<file path="config.mk">
export PLATFORM = sky130hd
export DESIGN_NAME = mirror_monitor_flat
export DESIGN_NICKNAME = d
export VERILOG_FILES = /design/src/rtl/mirror_monitor_pkg.sv /design/src/rtl/mm_if.sv /design/src/rtl/mm_compare.sv /design/src/rtl/mirror_monitor.sv /design/src/flat_wrapper.sv
export SDC_FILE = /design/constraint.sdc
export NUM_CORES = 1
export LEC_CHECK = 0
export CORE_ASPECT_RATIO = 2
export CORE_MARGIN = 1.5
export CORE_UTILIZATION = 45
export DETAILED_ROUTE_END_ITERATION = 10
export GPL_TIMING_DRIVEN = 0
export PLACE_DENSITY = 0.75
export SYNTH_ARGS = -nofsm -noshare
export SYNTH_HDL_FRONTEND = slang
export SYNTH_SLANG_ARGS = --single-unit
</file>
<file path="constraint.sdc">
create_clock -name clk -period 2.54 [get_ports clk]
set_input_delay 0.508 -clock clk [delete_from_list [all_inputs] [get_ports clk]]
set_output_delay 0.508 -clock clk [all_outputs]
set_load 0.02 [all_outputs]
</file>
<file path="src/rtl/mirror_monitor_pkg.sv">
// Shared types and sizing helpers for the fan-out mirror checker.
package mirror_monitor_pkg;

  localparam int unsigned DEF_W      = 14;
  localparam int unsigned DEF_SETTLE = 2;
  localparam int unsigned DEF_CNT_W  = 8;

  typedef enum logic [1:0] {IDLE, SETTLE, CHECK, REPORT} mm_state_t;

  // Width of a down-counter that must hold SETTLE-1; never narrower than 1 bit.
  function automatic int unsigned settle_w(input int unsigned s);
    return (s < 2) ? 1 : $clog2(s + 1);
  endfunction

  localparam int unsigned SETTLE_W = settle_w(DEF_SETTLE);

endpackage

</file>
<file path="src/rtl/mm_if.sv">
// Fan-out observation bus plus mismatch-report handshake of the mirror checker.
interface mm_if
  import mirror_monitor_pkg::*;
#(
  parameter int unsigned W     = DEF_W,
  parameter int unsigned CNT_W = DEF_CNT_W
);
  logic             src;
  logic [W-1:0]     copies;
  logic             start;
  logic             busy;
  logic             err_valid;
  logic             err_ready;
  logic [W-1:0]     err_mask;
  logic [CNT_W-1:0] err_cnt;
  logic             done;

  modport master (
    output src, copies, start, err_ready,
    input  busy, err_valid, err_mask, err_cnt, done
  );

  modport slave (
    input  src, copies, start, err_ready,
    output busy, err_valid, err_mask, err_cnt, done
  );
endinterface

</file>
<file path="src/rtl/mm_compare.sv">
// 4-state per-copy mismatch mask; an unknown snapshot fails every copy.
module mm_compare #(
  parameter int unsigned W = 14
) (
  input  logic         snap_i,
  input  logic [W-1:0] copies_i,
  output logic [W-1:0] mismatch_c_o
);
  logic snap_known;

  always_comb begin
    snap_known = (snap_i === 1'b0) || (snap_i === 1'b1);
    for (int i = 0; i < int'(W); i++) begin
      mismatch_c_o[i] = (copies_i[i] !== snap_i) || !snap_known;
    end
  end
endmodule

</file>
<file path="src/rtl/mirror_monitor.sv">
// Snapshots src on start, waits SETTLE cycles, checks all copies and reports
// mismatches through a valid/ready handshake with a saturating report counter.
module mirror_monitor
  import mirror_monitor_pkg::*;
#(
  parameter int unsigned W      = DEF_W,
  parameter int unsigned SETTLE = DEF_SETTLE,
  parameter int unsigned CNT_W  = DEF_CNT_W
) (
  input logic  clk,
  input logic  rst,
  mm_if.slave  bus
);
  localparam int unsigned SW = settle_w(SETTLE);

  mm_state_t        state_q, state_d;
  logic             snap_q, snap_d;
  logic [SW-1:0]    cnt_q, cnt_d;
  logic             busy_q, busy_d;
  logic             err_valid_q, err_valid_d;
  logic [W-1:0]     err_mask_q, err_mask_d;
  logic [CNT_W-1:0] err_cnt_q, err_cnt_d;
  logic             done_q, done_d;
  logic [W-1:0]     mismatch_c;

  mm_compare #(.W(W)) u_compare (
    .snap_i       (snap_q),
    .copies_i     (bus.copies),
    .mismatch_c_o (mismatch_c)
  );

  // Next-state and register updates; the parameter SETTLE shadows the enum
  // member, so that state is always named through the package.
  always_comb begin
    state_d     = state_q;
    snap_d      = snap_q;
    cnt_d       = cnt_q;
    busy_d      = busy_q;
    err_valid_d = err_valid_q;
    err_mask_d  = err_mask_q;
    err_cnt_d   = err_cnt_q;
    done_d      = 1'b0;

    case (state_q)
      IDLE: begin
        if (bus.start === 1'b1) begin
          snap_d  = bus.src;
          cnt_d   = SW'(SETTLE - 1);
          busy_d  = 1'b1;
          state_d = mirror_monitor_pkg::SETTLE;
        end
      end
      mirror_monitor_pkg::SETTLE: begin
        if (cnt_q == '0) begin
          state_d = CHECK;
        end else begin
          cnt_d = cnt_q - SW'(1);
        end
      end
      CHECK: begin
        if (mismatch_c == '0) begin
          done_d  = 1'b1;
          busy_d  = 1'b0;
          state_d = IDLE;
        end else begin
          err_mask_d  = mismatch_c;
          err_valid_d = 1'b1;
          state_d     = REPORT;
        end
      end
      REPORT: begin
        if (err_valid_q && (bus.err_ready === 1'b1)) begin
          err_valid_d = 1'b0;
          err_mask_d  = '0;
          if (err_cnt_q != {CNT_W{1'b1}}) begin
            err_cnt_d = err_cnt_q + CNT_W'(1);
          end
          done_d  = 1'b1;
          busy_d  = 1'b0;
          state_d = IDLE;
        end
      end
      default: state_d = IDLE;
    endcase
  end

  always_ff @(posedge clk or posedge rst) begin
    if (rst) begin
      state_q     <= IDLE;
      snap_q      <= 1'b0;
      cnt_q       <= '0;
      busy_q      <= 1'b0;
      err_valid_q <= 1'b0;
      err_mask_q  <= '0;
      err_cnt_q   <= '0;
      done_q      <= 1'b0;
    end else begin
      state_q     <= state_d;
      snap_q      <= snap_d;
      cnt_q       <= cnt_d;
      busy_q      <= busy_d;
      err_valid_q <= err_valid_d;
      err_mask_q  <= err_mask_d;
      err_cnt_q   <= err_cnt_d;
      done_q      <= done_d;
    end
  end

  assign bus.busy      = busy_q;
  assign bus.err_valid = err_valid_q;
  assign bus.err_mask  = err_mask_q;
  assign bus.err_cnt   = err_cnt_q;
  assign bus.done      = done_q;

endmodule

</file>
<file path="src/flat_wrapper.sv">
// flat-port wrapper written by rule: the top's interface ports become plain ports
module mirror_monitor_flat import mirror_monitor_pkg::*;
#(
  parameter int unsigned W      = DEF_W,
  parameter int unsigned SETTLE = DEF_SETTLE,
  parameter int unsigned CNT_W  = DEF_CNT_W
)
  (clk, rst, bus_src, bus_copies, bus_start, bus_err_ready, bus_busy, bus_err_valid, bus_err_mask, bus_err_cnt, bus_done);
  mm_if #(.W(W), .CNT_W(CNT_W)) bus_i ();
  input logic clk;
  input logic rst;
  input wire logic [$bits(bus_i.src)-1:0] bus_src;
  input wire logic [$bits(bus_i.copies)-1:0] bus_copies;
  input wire logic [$bits(bus_i.start)-1:0] bus_start;
  input wire logic [$bits(bus_i.err_ready)-1:0] bus_err_ready;
  output wire logic [$bits(bus_i.busy)-1:0] bus_busy;
  output wire logic [$bits(bus_i.err_valid)-1:0] bus_err_valid;
  output wire logic [$bits(bus_i.err_mask)-1:0] bus_err_mask;
  output wire logic [$bits(bus_i.err_cnt)-1:0] bus_err_cnt;
  output wire logic [$bits(bus_i.done)-1:0] bus_done;
  assign bus_i.src = bus_src;
  assign bus_i.copies = bus_copies;
  assign bus_i.start = bus_start;
  assign bus_i.err_ready = bus_err_ready;
  assign bus_busy = bus_i.busy;
  assign bus_err_valid = bus_i.err_valid;
  assign bus_err_mask = bus_i.err_mask;
  assign bus_err_cnt = bus_i.err_cnt;
  assign bus_done = bus_i.done;
  mirror_monitor #(.W(W), .SETTLE(SETTLE), .CNT_W(CNT_W)) u_core (.clk(clk), .rst(rst), .bus(bus_i));
endmodule
</file>
## Word-level counts from Yosys, hierarchy flattened

Index checks and enable logic that the tools add are counted.

| storage, ports and cells | value |
|---|---|
| output and inout bits | 25 |
| register bits | 30 |

| cells by class | value |
|---|---|
| add/sub/neg operators | 2 |
| equality and inequality tests | 28 |
| reductions and logical operators | 29 |
| mux-type cells | 19 |

Operators by type and width:

| kind | count |
|---|---|
| two-way mux 14 bit | 2 |
| one-hot mux 14 bit (2 select lines) | 1 |
| logical OR 1 bit | 15 |
| logical NOT 14 bit | 1 |
| case inequality test 1 bit | 14 |
| AND reduction 3 bit | 4 |
| two-way mux 2 bit | 5 |
| adder 8 x 1 -> 8 bit, second input constant | 1 |
| != test 2 x 1 -> 1 bit, second input constant | 4 |
| != test 8 bit, second input constant | 1 |
| one-hot mux 2 bit (4 select lines) | 1 |
| two-way mux 1 bit | 6 |
| equality test 2 bit, second input constant | 2 |
| case equality test 1 bit, second input constant | 4 |
| logical NOT 2 bit | 2 |
| != test 2 bit, second input constant | 2 |
| one-hot mux 1 bit (2 select lines) | 2 |
| one-hot mux 2 bit (2 select lines) | 1 |
| AND reduction 4 bit | 1 |
| nonzero test 2 bit | 2 |
| one-hot mux 1 bit (3 select lines) | 1 |
| nonzero test 3 bit | 1 |
| equality test 2 x 1 -> 1 bit, second input constant | 1 |
| AND reduction 2 bit | 1 |
| 3 further kinds | 3 |

## Longest topological paths before layout

Gate-level depths: netlist of the first run.

| depth | value |
|---|---|
| word-level depth | 7 |
| mapped depth | 6 |

## Modules after synthesis

From an unflattened synthesis of the first run, not the netlist that was laid out.

| unflattened totals | value |
|---|---|
| cell total of the unflattened synthesis | 156 |
| area total of the unflattened synthesis | 1634.1 um^2 |

Modules (own cells, without submodules):

| module | instances | cells an instance | area an instance (um^2) |
|---|---|---|---|
| mirror_monitor | 1 | 140 | 1480.2 |
| mm_compare | 1 | 16 | 153.9 |

## Least setup slack after synthesis of the first run

No wires, ideal clock.

| timing | value |
|---|---|
| kind | input -> register |
| from | in bus_copies[4] |
| to | reg u_core.err_valid_q (netlist: u_core.bus.err_valid) |
| library setup time | 0.118 ns |
| arrival time | 1.701 ns |
| path buffers | 1 |
| cell stages on the path | 5 |
| setup slack | 0.721 ns |
| cells stage by stage | or4_1 -> mux2i_4 -> a41oi_4 -> buf_6 -> a21o_1 |

| between the ends | value |
|---|---|
| word-level cells in the longest chain between the ends | 5 |

RTL lines:

| element | RTL line | RTL |
|---|---|---|
| from (decl) | flat_wrapper.sv:13 | `input wire logic [$bits(bus_i.copies)-1:0] bus_copies;` |
| case inequality test 1 bit | mm_compare.sv:14 | `mismatch_c_o[i] = (copies_i[i] !== snap_i) \|\| !snap_known;` |
| logical OR 1 bit | mm_compare.sv:14 |  |
| logical NOT 14 bit | mirror_monitor.sv:61 | `if (mismatch_c == '0) begin` |
| != test 2 bit (no line) | - |  |
| AND reduction 3 bit (no line) | - |  |
| to (signal assigned) | mirror_monitor.sv:102 | `err_valid_q <= err_valid_d;` |
| to (decl) | mirror_monitor.sv:20 | `logic err_valid_q, err_valid_d;` |

No other way between the ends.
A chain may end at the register's enable or synchronous reset.

## Worst setup path after layout of the first run

| timing | value |
|---|---|
| from | in bus_copies[3] |
| to | reg u_core.err_valid_q (netlist: u_core.bus.err_valid) |

The elaborated chain is that of the path after synthesis.

==> results of run 1 <==
## synthesized netlist by cell type (all sizes together)
master	number	area share, %
buf	5	2.0
o2bb2ai	1	0.55
and4b	1	0.63
a21oi	2	0.63
nor2b	1	0.39
ha	2	1.6
nand3	6	1.9
o22ai	4	1.6
clkbuf	2	0.47
or4	3	1.4
a41oi	1	1.7
mux2	3	2.1
a31o	1	0.55
nor3	2	0.63
nor2	4	0.95
a22oi	1	0.47
nand4	5	2.4
nor3b	1	0.47
o21ai	15	4.7
mux2i	3	4.3
a21o	1	0.47
nand2	30	7.1
nand2b	1	0.39
or2	1	0.39
inv	5	1.2
xnor2	5	2.8
dfrtp	30	47
and3	3	1.2
xor2	16	8.8
o21bai	1	0.47
a311oi	1	0.55
## layer usage
| metal | wire (um) | GRT usage [%] |
|---|---|---|
| met5 | 0 | 0 |
| met4 | 103 | 8.556 |
| met3 | 179 | 4.564 |
| met2 | 2192 | 40.26 |
| met1 | 1317 | 22.58 |
## logic make-up (layout without fill, tap and decap cells)
family	Yosys count	in the layout	synth area share (%)
and+or+nand+nor	58	58	17.81
DFF	30	30	47.28
AOI/OAI and AO/OA	28	28	11.74
xor gates and xnor gates	21	21	11.58
buffers and inverters	12	62	3.625
muxes	6	6	6.383
adders and majority gates	2	2	1.576
## final cells by class
type | count | area share, %
multi-input combinational | 115 | 35.91
sequential | 30 | 34.58
timing repair buffer | 43 | 19.83
clock buffer | 6 | 3.804
tap | 32 | 1.844
buffer | 7 | 1.787
clock inverter | 1 | 1.383
inverter | 5 | 0.8646
## worst paths after layout
path | startpoint | end | slack (ns) | depth (start not counted)
worst max-delay path | bus_copies[3] | u_core.bus.err_valid$_DFFE_PP0P_ | 0.37 | 6
worst min-delay path | u_core.bus.err_cnt[6]$_DFFE_PP0P_ | u_core.bus.err_cnt[6]$_DFFE_PP0P_ | 0.49 | 1
worst max register to register | u_core.snap_q$_DFFE_PP0P_ | u_core.bus.err_valid$_DFFE_PP0P_ | 0.69 | 5
worst min register to register | u_core.bus.err_cnt[6]$_DFFE_PP0P_ | u_core.bus.err_cnt[6]$_DFFE_PP0P_ | 0.49 | 1
max in group asynchronous | rst | u_core.bus.err_mask[12]$_DFFE_PP0P_ | 1.05 | 2
min in group asynchronous | rst | u_core.bus.err_cnt[0]$_DFFE_PP0P_ | 0.82 | 2
## state kept, by name, summed over array words and instances, names as in the netlist
name,flops
u_core.state_q,2
u_core.bus.err_cnt,8
u_core.bus.busy,1
u_core.cnt_q,2
u_core.bus.done,1
u_core.snap_q,1
u_core.bus.err_valid,1
u_core.bus.err_mask,14
## power by group
part	internal [W]	switching, W
sequential	0.000666	0.000135
combinational	0.000567	0.000685
clock	0.000313	0.000170
## through the flow
step | hold slack [ns] | util, % | area [um^2] | setup WS [ns] | total power, W
6_report | 0.4850 | 64.26 | 2171 | 0.3695 | 0.002536
3_3_place_gp | 0.4794 | 60.93 | 2058 | 0.1483 | 0.002005
5_1_grt | 0.5261 | 64.26 | 2171 | 0.3211 | 0.002697
2_1_floorplan | 0.4778 | - | 1588 | 0.7206 | 0.001566
3_5_place_dp | 0.4819 | 60.93 | 2058 | 0.1246 | 0.002063
4_1_cts | 0.4903 | 64.26 | 2171 | 0.4035 | 0.002548
==> results.rst, run 1 <==
.. list-table::
   :header-rows: 1

   * - Metric
     - Value
   * - Run status
     - complete, no violations
   * - Kind of end point of the critical path
     - flip-flop
   * - Max clock buf depth
     - 2
   * - Highest-count cells in the layout ignoring fill and taps
     - sky130_fd_sc_hd__clkdlybuf4s50_1, sky130_fd_sc_hd__nand2_1, sky130_fd_sc_hd__dfrtp_1
   * - Gate count after technology mapping
     - about 160
   * - Starting utilization of the core area
     - about 47%
   * - Number of global-route vias before repair
     - roughly 1,400
   * - Net count of the mapped netlist
     - approximately 180
   * - Top fanout value on the critical path
     - 10
   * - Number of max-cap violations
     - 0
   * - Number of antenna cells inserted
     - 0
   * - All-layer global routing usage
     - a little over a fifth
   * - Power per unit of standard cell area
     - between 1000 and 1500 nW/um^2
   * - Layout fillers
     - approximately 300
   * - 1st-pass router iterations
     - 4
   * - Number of storage elements in the synthesis netlist
     - 30
   * - Worst min path class
     - reg2reg
   * - Clock tree from TritonCTS
     - done
   * - Sequential element share of the synthesized area
     - 47.28%
   * - Core Footprint
     - between 3000 and 4000 um^2
   * - Relative area change from synthesis to final layout
     - 36.72%
   * - Dpl cells
     - around 230
   * - Final WL
     - approximately 3800 um
   * - Share of final-layout standard cells stronger than drive strength 1
     - between 10% and 20%
   * - Critical path, cell by cell
     - clkdlybuf4s50_1 > or4_1 > mux2i_4 > a41oi_4 > buf_6 > a21o_1
   * - Inserted Clock Buffers
     - 5
   * - Critical Path RT
     - 2.71 ns
   * - Buffers plus inverters on the worst setup path
     - 2
   * - Setup repair bufs after CTS
     - 0
   * - Depth of the CTS H-tree
     - 2
   * - Pin slew with the least headroom to its limit
     - about 1.1 ns
   * - Number of nets with antenna violations after routing
     - 0
   * - Mean number of vias per cell
     - approximately 5.7
   * - Ratio of final minimum period to clock period
     - between 80 and 90%
   * - Critical Path Max Stage Delay
     - around 0.6 ns
   * - Synth Area per Inst
     - 10.11 um^2
   * - Clock Sinks
     - 30
   * - Number of violations reported at the end of detailed-routing iteration 0
     - 30
   * - Clock transition time at the flip-flop clock pins of the worst setup and hold paths
     - approximately 0.060 ns
   * - Setup crit start kind
     - primary input
   * - Post-layout min period
     - 2.170 ns
   * - Number of nets at the end of the flow
     - between 200 and 250
   * - Skew-Pair Late Insertion Delay
     - about 0.28 ns
   * - Fmax achieved
     - around 0.46 GHz
   * - Drc violations
     - 0
   * - Count of cell types in the netlist
     - 34
   * - Register area
     - between 700 and 800 um^2
   * - Number of warnings printed during yosys synthesis
     - 0
   * - Summed negative setup slack over all endpoints
     - 0 ns
   * - Site row count
     - 30
   * - Largest net degree at the start of global routing
     - 31
   * - Area of the mapped netlist
     - around 1600 um^2
   * - Total I/O pin count
     - 44
   * - Total gr overflow
     - 0
   * - Static Leak
     - roughly 0.95 nW
   * - Worst voltage drop across the vdd grid
     - 0.0007005 V
   * - Total of hold buffers inserted after clock tree synthesis
     - 0
   * - Routed length per placed instance
     - between 15 and 20 um
   * - Footprint of the multi-input gates
     - 779.5 um^2
   * - Final-report max-slew violation count
     - 0
   * - Setup repair after global routing missed its margin
     - false
   * - Via count
     - ~1,400
   * - Critical path type
     - in2reg
   * - Hold Violations, Final
     - 0
   * - Antenna violations before repair
     - 0
   * - GPL Wtd Cong
     - approximately 0.85
   * - Clock Skews
     - around 0.0064 ns
   * - Post-CTS sizing
     - 0
   * - First-pass GRT wire length
     - 6327 um
   * - Die span in x
     - approximately 45 um
   * - Number of input and output port buffers inserted
     - 43
   * - Slowest cell on crit path
     - sky130_fd_sc_hd__or4_1
   * - Final number of setup-violating endpoints
     - 0
   * - Slew headroom
     - around a quarter
   * - HPWL reported at the end of detailed placement
     - just over 3000 um
   * - Commonest non-fill, non-tap cell in the layout
     - sky130_fd_sc_hd__clkdlybuf4s50_1
   * - Post-route insts no fill
     - approximately 240
   * - Largest delay share family, worst path
     - buffers and inverters
   * - Chip Height
     - just under 90 um
   * - Arrival time at the worst endpoint
     - 2.34 ns
   * - Die ar.
     - roughly 4000 um^2
   * - Root Buffer Master
     - sky130_fd_sc_hd__clkbuf_8
Power figures use the tool's default switching activity.
==> run 2: changes to the inputs <==
--- a/config.mk
+++ b/config.mk
@@ -9,7 +9,6 @@
 export CORE_MARGIN = 1.5
 export CORE_UTILIZATION = 45
 export DETAILED_ROUTE_END_ITERATION = 10
-export GPL_TIMING_DRIVEN = 0
 export PLACE_DENSITY = 0.75
 export SYNTH_ARGS = -nofsm -noshare
 export SYNTH_HDL_FRONTEND = slang
==> results.rst, run 2 (synthesis gave the netlist of run 1 again) <==
.. list-table::
   :header-rows: 1

   * - Metric
     - Value
   * - Largest delay share family, worst path
     - simple AND/OR/NAND/NOR gates
   * - Relative area change from synthesis to final layout
     - 35.46%
   * - Footprint of the multi-input gates
     - between 700 and 800 um^2
   * - Fraction of met2 tracks used by global routing
     - between 30 and 40%
   * - Mean number of vias per cell
     - slightly below 6
   * - Number of violations reported at the end of detailed-routing iteration 0
     - 30
   * - Largest register FFs
     - 14
   * - Clock Skews
     - between 0.007 and 0.008 ns
   * - All-layer global routing usage
     - roughly 21%
   * - Static Leak
     - 0.9368 nW
   * - Hold Violations, Final
     - 0
   * - First-pass GRT wire length
     - ~6000 um
   * - Number of antenna cells inserted
     - 0
   * - Routed length per placed instance
     - between 15 and 20 um
   * - Share of final-layout standard cells stronger than drive strength 1
     - between 10% and 20%
   * - Pin slew with the least headroom to its limit
     - between 0.7 and 0.8 ns
   * - Post-layout min period
     - 2.131 ns
   * - Root Buffer Master
     - sky130_fd_sc_hd__clkbuf_8
   * - Setup crit start kind
     - primary input
   * - Final number of setup-violating endpoints
     - 0
   * - Summed area of non-filler cells in the final layout
     - around 2200 um^2
   * - Commonest non-fill, non-tap cell in the layout
     - sky130_fd_sc_hd__clkdlybuf4s50_1
   * - Register area
     - ~750 um^2
   * - Setup repair bufs after CTS
     - 0
   * - Post-CTS sizing
     - 0
   * - Clock transition time at the flip-flop clock pins of the worst setup and hold paths
     - approximately 0.060 ns
   * - Largest net degree at the start of global routing
     - 31
   * - GR peak layer
     - met2
   * - Number of input and output port buffers inserted
     - 43
   * - Dpl cell area
     - 2042 um^2
   * - Slew headroom
     - between 40% and 50%
   * - Number of nets at the end of the flow
     - roughly 220
   * - Number of global-route vias before repair
     - about 1,400
   * - Total I/O pin count
     - 44
   * - Worst voltage drop across the vdd grid
     - between 0.0007 and 0.0008 V
   * - Buffers plus inverters on the worst setup path
     - 1
   * - Final-report max-slew violation count
     - 0
   * - Depth of the CTS H-tree
     - 2
   * - HPWL reported at the end of detailed placement
     - ~2900 um
   * - Critical Path RT
     - between 2 and 3 ns
   * - Worst min path class
     - reg2reg
   * - Layout fillers
     - approximately 270
   * - Antenna violations before repair
     - 0
   * - Run status
     - complete, no violations
   * - Number of max-cap violations
     - 0
   * - Top fanout value on the critical path
     - 15
   * - Clock tree from TritonCTS
     - done
   * - Slowest cell on crit path
     - sky130_fd_sc_hd__or4_1
   * - Drc violations
     - 0
   * - Number of nets with antenna violations after routing
     - 0
   * - Via count
     - around 1,400
   * - Critical path, cell by cell
     - clkdlybuf4s50_1 > or4_1 > mux2i_4 > a41oi_4 > o21ai_0
   * - Met1 capacity usage during global routing
     - a little over a fifth
   * - Die span in x
     - between 40 and 50 um
   * - Total of hold buffers inserted after clock tree synthesis
     - 0
   * - 1st-pass router iterations
     - 4
   * - Die ar.
     - 3915 um^2
   * - Setup repair after global routing missed its margin
     - false
   * - Ratio of final minimum period to clock period
     - between 80% and 90%
   * - Starting utilization of the core area
     - around 47%
   * - Core Footprint
     - around 3400 um^2
   * - Met3 capacity usage during global routing
     - between 4 and 5%
   * - Critical path type
     - in2reg
   * - Highest-count cells in the layout ignoring fill and taps
     - sky130_fd_sc_hd__clkdlybuf4s50_1, sky130_fd_sc_hd__nand2_1, sky130_fd_sc_hd__dfrtp_1
   * - Arrival time at the worst endpoint
     - ~2.3 ns
   * - Summed negative setup slack over all endpoints
     - 0 ns
   * - Site row count
     - 30
   * - Power per unit of standard cell area
     - roughly 1200 nW/um^2
   * - Fmax achieved
     - approximately 0.47 GHz
   * - Inserted Clock Buffers
     - 5
   * - GPL Wtd Cong
     - 0.8477
   * - Clock Sinks
     - 30
   * - Chip Height
     - 87.01 um
   * - Critical Path Max Stage Delay
     - between 0.5 and 0.6 ns
   * - Final WL
     - approximately 3800 um
   * - Kind of end point of the critical path
     - flip-flop
   * - Max clock buf depth
     - 2
   * - Total gr overflow
     - 0
   * - Skew-Pair Late Insertion Delay
     - around 0.28 ns
==> run 2: layout make-up <==
| type | instances | area share [%] |
|---|---|---|
| Multi-Input combinational cell | 115 | 36.24 |
| Sequential cell | 30 | 34.90 |
| Timing Repair Buffer | 46 | 21.06 |
| Clock buffer | 5 | 3.200 |
| Clock inverter | 3 | 1.862 |
| Tap cell | 32 | 1.862 |
| Inverter | 5 | 0.8726 |
==> run 2: per-layer routing <==
layer,routed length [um],part of all wire [%]
met1,1293,34
met2,2163,58
met3,198,5.3
met4,97,2.6
met5,0,0
==> run 2: worst paths after layout <==
path	startpoint	endpoint	slack, ns	cells after the start
max	bus_copies[7]	u_core.bus.err_mask[8]$_DFFE_PP0P_	0.41	5
max reg2reg	u_core.snap_q$_DFFE_PP0P_	u_core.bus.err_mask[8]$_DFFE_PP0P_	0.46	4
min	u_core.bus.err_cnt[6]$_DFFE_PP0P_	u_core.bus.err_cnt[6]$_DFFE_PP0P_	0.50	1
max in group asynchronous	rst	u_core.bus.err_mask[7]$_DFFE_PP0P_	1.65	3
min reg2reg	u_core.bus.err_cnt[6]$_DFFE_PP0P_	u_core.bus.err_cnt[6]$_DFFE_PP0P_	0.50	1
min in group asynchronous	rst	u_core.bus.err_cnt[2]$_DFFE_PP0P_	0.61	3
==> run 2: where the power goes <==
group | internal, W | total (W) | switching [W]
Sequential | 0.000665 | 0.000868 | 0.000203
Combinational | 0.000547 | 0.00115 | 0.000608
Clock | 0.000288 | 0.000473 | 0.000185
Total | 0.00150 | 0.00250 | 0.000995
==> run 2: through the flow <==
step	util, %	worst slack (ns)	hold slack, ns	std cells	total power [W]
6_report	63.67	0.4091	0.5000	236	0.002496
5_1_grt	63.67	0.3443	0.5098	236	0.002659
4_1_cts	63.67	0.4442	0.5034	236	0.002511
3_5_place_dp	60.44	0.1556	0.4894	228	0.002025
3_3_place_gp	60.44	0.2049	0.4863	228	0.001980
2_1_floorplan	-	0.7206	0.4778	157	0.001566
